==> config.mk <==
export PLATFORM = sky130hd
export DESIGN_NAME = csel_adder_pipe
export DESIGN_NICKNAME = d
export VERILOG_FILES = /design/src/rtl/csel_adder_pipe_pkg.sv /design/src/rtl/mux2.sv /design/src/rtl/rca_n.sv /design/src/rtl/csel_adder_pipe.sv
export SDC_FILE = /design/constraint.sdc
export NUM_CORES = 1
export LEC_CHECK = 0
export ABC_AREA = 1
export CAP_MARGIN = 15
export CORE_MARGIN = 4
export CORE_UTILIZATION = 51
export CTS_CLUSTER_DIAMETER = 40
export CTS_CLUSTER_SIZE = 16
export DETAILED_ROUTE_END_ITERATION = 7
export HOLD_SLACK_MARGIN = 0.06
export PLACE_DENSITY = 0.8
export SLEW_MARGIN = 10
export SYNTH_ARGS = -nofsm -noshare
export SYNTH_HDL_FRONTEND = slang
export SYNTH_HIERARCHICAL = 1
export SYNTH_SLANG_ARGS = --single-unit
==> constraint.sdc <==
create_clock -name clk -period 1.3 [get_ports clk]
set_input_delay 0.26 -clock clk [delete_from_list [all_inputs] [get_ports clk]]
set_output_delay 0.26 -clock clk [all_outputs]
set_load 0.01 [all_outputs]
==> src/rtl/csel_adder_pipe_pkg.sv <==
// Shared widths for the carry-select adder pipeline.
package csel_adder_pipe_pkg;
    localparam int ADD_WIDTH    = 16;
    localparam int ADD_SPLIT    = 8;
    localparam int ADD_HI_WIDTH = ADD_WIDTH - ADD_SPLIT;
endpackage

==> src/rtl/mux2.sv <==
// Single-bit 2:1 mux cell: y = sel ? d1 : d0.
// Purely combinational; no handshake.
module mux2 (
    input  logic d0,
    input  logic d1,
    input  logic sel,
    output logic y
);
    assign y = sel ? d1 : d0;
endmodule

==> src/rtl/rca_n.sv <==
// Parameterized ripple-carry adder: N-bit sum plus carry-out.
// Purely combinational; no handshake.
module rca_n #(
    parameter int N = 8
) (
    input  logic [N-1:0] a,
    input  logic [N-1:0] b,
    input  logic         ci,
    output logic [N-1:0] s,
    output logic         co
);
    logic [N:0] c;

    always_comb begin
        s    = '0;
        c    = '0;
        c[0] = ci;
        for (int i = 0; i < N; i++) begin
            s[i]   = a[i] ^ b[i] ^ c[i];
            c[i+1] = (a[i] & b[i]) | (c[i] & (a[i] ^ b[i]));
        end
        co = c[N];
    end
endmodule

==> src/rtl/csel_adder_pipe.sv <==
// Two-stage pipelined carry-select adder with valid/ready on both sides.
// Latency: transfer at edge N is presented on out_valid right after edge N+1.
// Backpressure: combinational ready chain, one beat per stage, outputs hold while stalled.
module csel_adder_pipe
    import csel_adder_pipe_pkg::*;
#(
    parameter int WIDTH = ADD_WIDTH,
    parameter int SPLIT = ADD_SPLIT
) (
    input  logic             clk,
    input  logic             rst_n,
    input  logic             in_valid,
    output logic             in_ready,
    input  logic [WIDTH-1:0] a,
    input  logic [WIDTH-1:0] b,
    input  logic             cin,
    output logic             out_valid,
    input  logic             out_ready,
    output logic [WIDTH-1:0] sum,
    output logic             cout
);
    localparam int HI_W = WIDTH - SPLIT;

    logic             s1_valid;
    logic [SPLIT-1:0] s1_lo_sum;
    logic             s1_lo_c;
    logic [HI_W:0]    s1_hi0;
    logic [HI_W:0]    s1_hi1;
    logic             s2_valid;
    logic             s2_ready;

    logic             in_xfer;
    logic             s1_adv;
    logic             out_xfer;

    logic [SPLIT-1:0] lo_sum_d;
    logic             lo_c_d;
    logic [HI_W-1:0]  hi0_s;
    logic [HI_W-1:0]  hi1_s;
    logic             hi0_c;
    logic             hi1_c;
    logic [HI_W:0]    sel;

    assign s2_ready  = !s2_valid || out_ready;
    assign in_ready  = !s1_valid || s2_ready;
    assign in_xfer   = in_valid && in_ready;
    assign s1_adv    = s1_valid && s2_ready;
    assign out_xfer  = s2_valid && out_ready;
    assign out_valid = s2_valid;

    rca_n #(.N(SPLIT)) u_rca_lo (
        .a  (a[SPLIT-1:0]),
        .b  (b[SPLIT-1:0]),
        .ci (cin),
        .s  (lo_sum_d),
        .co (lo_c_d)
    );

    // Both upper candidates are computed speculatively; stage 2 picks one.
    rca_n #(.N(HI_W)) u_rca_hi0 (
        .a  (a[WIDTH-1:SPLIT]),
        .b  (b[WIDTH-1:SPLIT]),
        .ci (1'b0),
        .s  (hi0_s),
        .co (hi0_c)
    );

    rca_n #(.N(HI_W)) u_rca_hi1 (
        .a  (a[WIDTH-1:SPLIT]),
        .b  (b[WIDTH-1:SPLIT]),
        .ci (1'b1),
        .s  (hi1_s),
        .co (hi1_c)
    );

    always_ff @(posedge clk or negedge rst_n) begin
        if (!rst_n) begin
            s1_valid  <= 1'b0;
            s1_lo_sum <= '0;
            s1_lo_c   <= 1'b0;
            s1_hi0    <= '0;
            s1_hi1    <= '0;
        end else if (in_xfer) begin
            s1_valid  <= 1'b1;
            s1_lo_sum <= lo_sum_d;
            s1_lo_c   <= lo_c_d;
            s1_hi0    <= {hi0_c, hi0_s};
            s1_hi1    <= {hi1_c, hi1_s};
        end else if (s1_adv) begin
            s1_valid  <= 1'b0;
        end
    end

    for (genvar i = 0; i < HI_W + 1; i++) begin : g_sel
        mux2 u_mux (
            .d0  (s1_hi0[i]),
            .d1  (s1_hi1[i]),
            .sel (s1_lo_c),
            .y   (sel[i])
        );
    end

    always_ff @(posedge clk or negedge rst_n) begin
        if (!rst_n) begin
            s2_valid <= 1'b0;
            sum      <= '0;
            cout     <= 1'b0;
        end else if (s1_adv) begin
            s2_valid <= 1'b1;
            sum      <= {sel[HI_W-1:0], s1_lo_sum};
            cout     <= sel[HI_W];
        end else if (out_xfer) begin
            s2_valid <= 1'b0;
        end
    end
endmodule
==> metrics.txt, run 1 <==
biggest fanout along the worst timing path=1; Largest stage delay, worst path=430 ps; vias in the first global route=1,863; fin area=0.00340 mm2; clk buf depth=2; final wirelength=5100 um; Routed Antenna Nets=0; Setup Skew=3.43 ps; Unique masters post-synth=11; cell count after synthesis=289; Clk Latency, worst-skew pair=280 ps; class of the worst hold path=in -> reg; share of cells above drive strength 1=21.3%; Max Clock Freq=0.310 GHz; failing checks=setup timing; clk slew on worst S/H paths=80 ps; Via density=4.74; Slew Viols, Final=0; RSZ-0062 raised after global routing=true; IO Port Bufs=55; first-pass detailed-route iteration total=5; DRC Markers=0; core area=0.00482 mm2; status=finished, violations left; CP most frequent cell=fa_2; row cnt=25; Fillers=395; startpoint type of the worst setup path=input port; max_cap viols=0; fin cells=419; Placed Area=0.00329 mm2; Post-Place Cells=410; Die H=79.3 um; fin util=70.5%; Post-Synthesis Cell Area=0.00259 mm2; WS Path Type=in -> reg; Tmin final=3220 ps; cell family with most CP delay=adder cells; Layout area overhead=31.0%; final hold vios=0; Final setup viols=21; Post-Syn Nets=350; Antenna Cells=0; clk sinks=46; CP max-delay cell=fa_2; root buf cell=clkbuf_8; Worst EP required=1530 ps; pwr dens=1290 mW/mm2; grt ovf=0; GRT Resource Usage Total=17.2%; Via Count=1,984; WL/cell=12.2 um; largest net degree at the start of global routing=47; Synth warnings=6; Final nets=413; Mapped Avg Cell Area=8.97 um2; crit path buf inv count=5; die width=79.3 um; Final HPWL DP=3910 um; Worst Setup Slack, final=-1920 ps; Starting Density=53.8%; placer congestion estimate=0.728; CP Cell Sequence=buf_6 > fa_2 > inv_2 > fa_2 > inv_2 > fa_2 > fa_2 > fa_2 > fa_2 > fa_2 > inv_2 > fa_2 > inv_2 > nand3_2 > nand2_1; Die ar.=0.00629 mm2; antenna violations before repair=0; # IOs=56; cts bufs inserted=5; synthesized flop and latch total=46; crit share post-route=248%; hold_ws=400 ps; most frequent cells in the layout=nand2_1, dfrtp_1, nand3_1; first-pass GRT wire length=8450 um; drt first-iter violations=166; level count of the clock H-tree=2; total power=4.37 mW; most common cell after layout, fill and taps aside=nand2_1; VDD IR max=0.637 mV; leakage power=1.79 nW; Critical Path AT=3450 ps; Seq/Total Area, Yosys=44.4%; CP endpoint kind=register; CTS tree=yes
-- synthesized netlist by cell type, drive strengths merged --
library cell | number | area share [%]
buf | 12 | 3.8
conb | 2 | 0.29
dfrtp | 46 | 44
fa | 24 | 19
inv | 40 | 5.8
nand2 | 120 | 18
nand3 | 45 | 9.2
-- cell families (layout without fill, tap and decap cells) --
kind of cell / count (synthesis) / after routing / share of synthesized area (%)
adders and majority gates: 24 / 24 / 18.5
and+or+nand+nor: 165 / 165 / 27.2
other: 2 / 2 / 0.290
DFF: 46 / 46 / 44.4
buffers and inverters: 52 / 115 / 9.56
-- timing repair --
item | in CTS | in global routing
hold buffers | 1 | 0
pin swaps | 26 | 21
resized for setup | 64 | 7
setup buffers | 1 | 0
hold endpoints to repair | 46 | 0
setup endpoints to repair | 43 | 29
-- state kept, by name, indices dropped and copies added, names as in the netlist --
| signal | count |
|---|---|
| s1_lo_c | 1 |
| out_valid | 1 |
| cout | 1 |
| s1_hi1 | 9 |
| sum | 16 |
| s1_valid | 1 |
| s1_lo_sum | 8 |
| s1_hi0 | 9 |
-- path summary, 6_finish.rpt --
path | startpoint | endpoint | slack (ps) | depth (start not counted)
max | a[0] | s1_lo_sum[7] | -1920 | 15
min | a[0] | s1_lo_sum[0] | 400 | 4
max reg2reg | out_valid | s1_hi0[6] | 80 | 6
min reg2reg | sum[0] | sum[0] | 470 | 2
max in group asynchronous | rst_n | s1_lo_sum[6] | 620 | 3
min in group asynchronous | rst_n | s1_hi1[0] | 470 | 3
-- metrics by stage --
step	TNS [ps]	setup slack [ps]
6_report	-23220	-1920
5_1_grt	-24540	-2010
4_1_cts	-24660	-2040
3_5_place_dp	-43970	-2700
3_3_place_gp	-42150	-2580
2_1_floorplan	-25840	-2010
-- layer usage --
metal	up-vias	global-route usage [%]	share of wire, %
li1	990	-	-
met1	927	24.1	44
met2	61	28.0	50
met3	6	2.72	4.9
met4	0	4.64	1.1
met5	-	0	0
-- worst reg2reg max path, stage by stage (launching register included) --
cell and delay [ps]:
dfrtp_1 390, buf_6 120, nand3_4 60, buf_4 200
buf_12 170, nand3_1 130, nand2_1 80
-- area by class of cell --
class                           instances  area (um2)  share of cell area, %
Clock buffer                            5        68.8                   2.03
Sequential cell                        46        1150                   33.9
Inverter                               40         150                   4.42
Timing Repair Buffer                   68         654                   19.3
Multi-Input combinational cell        191        1280                   37.6
Tap cell                               67        83.8                   2.47
Clock inverter                          2        10.0                  0.295
-- report_power, final --
group          internal [mW]  switching [mW]
clock                  0.361           0.436
combinational          0.716           0.838
sequential              1.81           0.200
(Power assumes the default switching activity.)
==> run 2: changes to the inputs <==
CORE_UTILIZATION = 53   (was 51)
DONT_BUFFER_PORTS = 1   (was unset)
MAX_ROUTING_LAYER = met4   (was unset)
PLACE_DENSITY = 0.68   (was 0.8)
clock period = 3.9 ns   (was 1.3 ns; I/O delays follow)
==> run 2 against run 1 <==
Compared with the run above: the flow now finishes without violations; sequential cell count stayed put; design area is 21% lower; non-clock buffer count is 68 lower; setup slack better by 2000 ps; critical endpoint is now s1_hi0[7]; highest routed layer unchanged.
==> metrics.txt, run 2 (synthesized netlist as in run 1, its figures left out) <==
status=completed; clk buf depth=2; met2 routed WL=2010 um; Die H=77.9 um; Final nets=345; startpoint type of the worst setup path=input port; Largest register FFs=16; Fillers=463; Die ar.=0.00607 mm2; class of the worst hold path=in -> async; Layout area overhead=3.43%; cts bufs inserted=5; biggest fanout along the worst timing path=2; fin util=56.8%; CP endpoint kind=register; final hold vios=0; pwr dens=475 mW/mm2; Final HPWL DP=3480 um; # IOs=56; WS Path Type=in -> reg; Flop pwr share=57.8%; vias in the first global route=1,820; IO Port Bufs=0; Critical Path AT=4020 ps; level count of the clock H-tree=2; Starting Density=54.9%; Setup Skew=4.31 ps; Final setup viols=0; share of cells above drive strength 1=6.69%; Max Clock Freq=0.264 GHz; Routed Antenna Nets=0; root buf cell=clkbuf_8; Largest regs=sum: 16 flops, s1_hi0: 9 flops, s1_hi1: 9 flops; TNS Setup=0 ps; Int Power=843 uW; fin cells=351; Antenna Cells=0; Max Used Layer=met4; grt ovf=0; Least-Margin Pin Slew=635 ps; switching share of total power=33.8%; Via Count=1,661; VDD IR max=0.155 mV; crit share post-route=97.3%; placer congestion estimate=0.699; max_cap viols=0; DRC Markers=0; Setup Buffers After CTS=0; total power=1.27 mW; Hold Buf Count CTS=0; final wirelength=4530 um; largest net degree at the start of global routing=47; row cnt=25; Tmin final=3790 ps; clk sinks=46; most common cell after layout, fill and taps aside=nand2_1; Worst EP required=4130 ps; Switch Pwr=431 uW; part of the power in combinational logic=21.2%; met3 wire len=355 um; CTS tree=yes; post-CTS resize count=0; WL met1=2130 um; clk slew on worst S/H paths=80 ps; leakage power=1.46 nW; Via density=4.73; RSZ-0062 raised after global routing=false; core area=0.00472 mm2; antenna violations before repair=0; WL/cell=12.9 um; Slew headroom=57.7%; Clock Power Share=21.0%; die width=77.9 um; Post-Place Cells=344; Slew Viols, Final=0; first-pass detailed-route iteration total=4; GRT Resource Usage Total=17.7%; first-pass GRT wire length=8270 um; drt first-iter violations=55; Reg with most FFs=sum; Clk Latency, worst-skew pair=290 ps; most frequent cells in the layout=nand2_1, dfrtp_1, nand3_1
run 2: cell count changes in the layout (fill, tap and decap cells not counted), moves of 3 or more:
cell,change
clkdlybuf4s50_1,-26
dlygate4sd2_1,-21
inv_1,+17
inv_2,-17
fa_1,+15
fa_2,-15
buf_4,-8
buf_2,-4
buf_6,-4
buf_12,-3
nand3_1,+3
nand3_2,-3
run 2: final timing paths:
path	from	endpoint	slack, ps	cells past startpoint
min in group clk	s1_hi1[3]	s1_hi1[3]	470	2
worst min-delay path	rst_n	s1_hi0[1]	180	0
worst min register to register	s1_hi1[3]	s1_hi1[3]	470	2
worst max register to register	s1_valid	s1_hi1[8]	2070	4
worst max-delay path	a[8]	s1_hi0[7]	110	14
max in group asynchronous	rst_n	s1_lo_sum[3]	3640	0
run 2: critical path, stage by stage:
cell and delay (ps):
fa_1 400, inv_1 80, fa_1 160, inv_1 60
fa_1 380, fa_2 360, fa_2 350, fa_2 360
fa_1 370, inv_1 80, fa_1 410, inv_1 70
nand3_1 90, nand2_1 90
run 2: power groups by stage:
stage               clock network (mW)  registers (mW)  logic (mW)
finish                           0.268           0.736       0.270
global route                     0.297           0.756       0.331
CTS                              0.279           0.738       0.276
detailed placement                   0           0.747       0.276
global placement                     0           0.743       0.261
floorplan                            0           0.711       0.251
run 2: per-layer routing:
| layer | vias to the layer above | track usage (%) |
|---|---|---|
| met4 | 0 | 5.24 |
| met5 | - | - |
| met2 | 49 | 26.6 |
| met3 | 2 | 6.15 |
| li1 | 852 | - |
| met1 | 758 | 22.8 |
run 2: cell type report:
cell class | count | area (um2) | area share (%)
multi-input cells | 191 | 1220 | 45.4
flip-flops and latches | 46 | 1150 | 42.9
inverters | 40 | 150 | 5.60
well taps | 67 | 83.8 | 3.13
clock buffers | 6 | 72.6 | 2.71
clock inverters | 1 | 7.51 | 0.280
run 2: through the flow:
stage	setup WS (ps)	hold slack (ps)	instance area [um2]
CTS	103	162	2680
global placement	-118	454	2600
finish	107	177	2680
detailed placement	-198	458	2600
global route	0.415	148	2680
floorplan	16.2	442	2620
==> run 3: changes to the inputs <==
CORE_UTILIZATION = 60   (was 53)
PLACE_DENSITY = 0.76   (was 0.68)
==> run 3 against run 2 <==
Compared with the run above: clock-buffer cell count grew 1; global-route usage grew 1.6 points; critical path depth is the same.
==> metrics.txt, run 3 (synthesized netlist as in run 1, its figures left out) <==
fin util=65.4%; drt first-iter violations=81; WS Path Type=in -> reg; pwr dens=484 mW/mm2; # IOs=56; Flop pwr share=56.7%; cts bufs inserted=5; IO Port Bufs=0; Largest register FFs=16; Clk Latency, worst-skew pair=300 ps; Final nets=345; Antenna Cells=0; Routed Antenna Nets=0; CP endpoint kind=register; Switch Pwr=432 uW; share of cells above drive strength 1=7.02%; Via density=4.96; row cnt=23; Critical Path AT=3950 ps; VDD IR max=0.175 mV; Via Count=1,662; total power=1.29 mW; final wirelength=4260 um; Final HPWL DP=3230 um; clk buf depth=2; post-CTS resize count=0; Worst EP required=4140 ps; status=completed; Setup Skew=2.12 ps; switching share of total power=33.4%; Slew headroom=58.3%; class of the worst hold path=in -> async; Reg with most FFs=sum; Tmin final=3710 ps; fin cells=335; WL/cell=12.7 um; crit share post-route=95.1%; first-pass detailed-route iteration total=4; Slew Viols, Final=0; root buf cell=clkbuf_8; Least-Margin Pin Slew=626 ps; Max Clock Freq=0.270 GHz; Hold Buf Count CTS=0; grt ovf=0; Die ar.=0.00544 mm2; biggest fanout along the worst timing path=1; max_cap viols=0; die width=73.7 um; clk slew on worst S/H paths=80 ps; DP Worst Slack=-131 ps; Starting Density=63.4%; final hold vios=0; Setup Buffers After CTS=0; Largest regs=sum: 16 flops, s1_hi0: 9 flops, s1_hi1: 9 flops; first-pass GRT wire length=7820 um; CTS tree=yes; most frequent cells in the layout=nand2_1, dfrtp_1, nand3_1; leakage power=1.47 nW; most common cell after layout, fill and taps aside=nand2_1; Die H=73.7 um; Int Power=861 uW; Final setup viols=0; Clock Power Share=22.6%; DRC Markers=0; Layout area overhead=3.04%; level count of the clock H-tree=2; Post-Place Cells=327; vias in the first global route=1,727; hold_ws=167 ps; core area=0.00409 mm2; Worst Setup Slack, final=190 ps; largest net degree at the start of global routing=47; part of the power in combinational logic=20.7%; GRT Resource Usage Total=19.3%; antenna violations before repair=0; startpoint type of the worst setup path=input port; clk sinks=46; placer congestion estimate=0.739; RSZ-0062 raised after global routing=false
## run 3: cell types whose count changed in the layout (fill, tap and decap cells not counted), sizes merged
cell	previous run	this run
clkbuf	6	7
clkinv	0	1
clkinvlp	1	0
## run 3: worst paths after layout
path / from / to / slack (ps) / cells after the start
worst min register to register: s1_hi1[5] / s1_hi1[5] / 480 / 2
min in group clk: s1_hi1[5] / s1_hi1[5] / 480 / 2
max in group asynchronous: rst_n / s1_hi1[1] / 3650 / 0
worst max register to register: s1_valid / s1_hi1[3] / 2060 / 4
worst max-delay path: a[0] / s1_lo_sum[7] / 190 / 14
worst min-delay path: rst_n / cout / 170 / 0
## run 3: layer usage
metal | up-vias | global-route usage [%] | wire length [um] | part of all wire (%)
li1 | 850 | - | - | -
met1 | 757 | 27.4 | 2060 | 48
met2 | 49 | 26.6 | 1790 | 42
met3 | 6 | 5.61 | 334 | 7.8
met4 | 0 | 6.64 | 71 | 1.7
met5 | - | - | 0 | 0
## run 3: final cells by class
type	instances	area (um2)
fill	358	1420
clock buffer	7	86.3
multi-input combinational	191	1220
tap	50	62.6
inverter	40	150
sequential	46	1150
clock inverter	1	5.00
## run 3: worst max-delay path: stages
cell and delay, ps:
fa_1 390, inv_1 70, fa_1 150, inv_1 50
fa_1 370, fa_2 350, fa_2 340, fa_2 340
fa_1 360, inv_1 80, fa_1 440, inv_1 70
nand3_1 70, nand2_1 80
## run 3: power groups by stage
stage / Clock [mW] / Combinational (mW) / Sequential (mW)
global placement: 0 / 0.261 / 0.742
global route: 0.320 / 0.330 / 0.756
floorplan: 0 / 0.251 / 0.711
finish: 0.292 / 0.268 / 0.733
CTS: 0.301 / 0.273 / 0.736
detailed placement: 0 / 0.273 / 0.745
## run 3: metrics by stage
step | setup TNS [ps] | area, um2
after floorplan | 0 | 2620
after global placement | -252 | 2580
after detailed placement | -354 | 2580
after CTS | 0 | 2670
after global routing | 0 | 2670
final | 0 | 2670
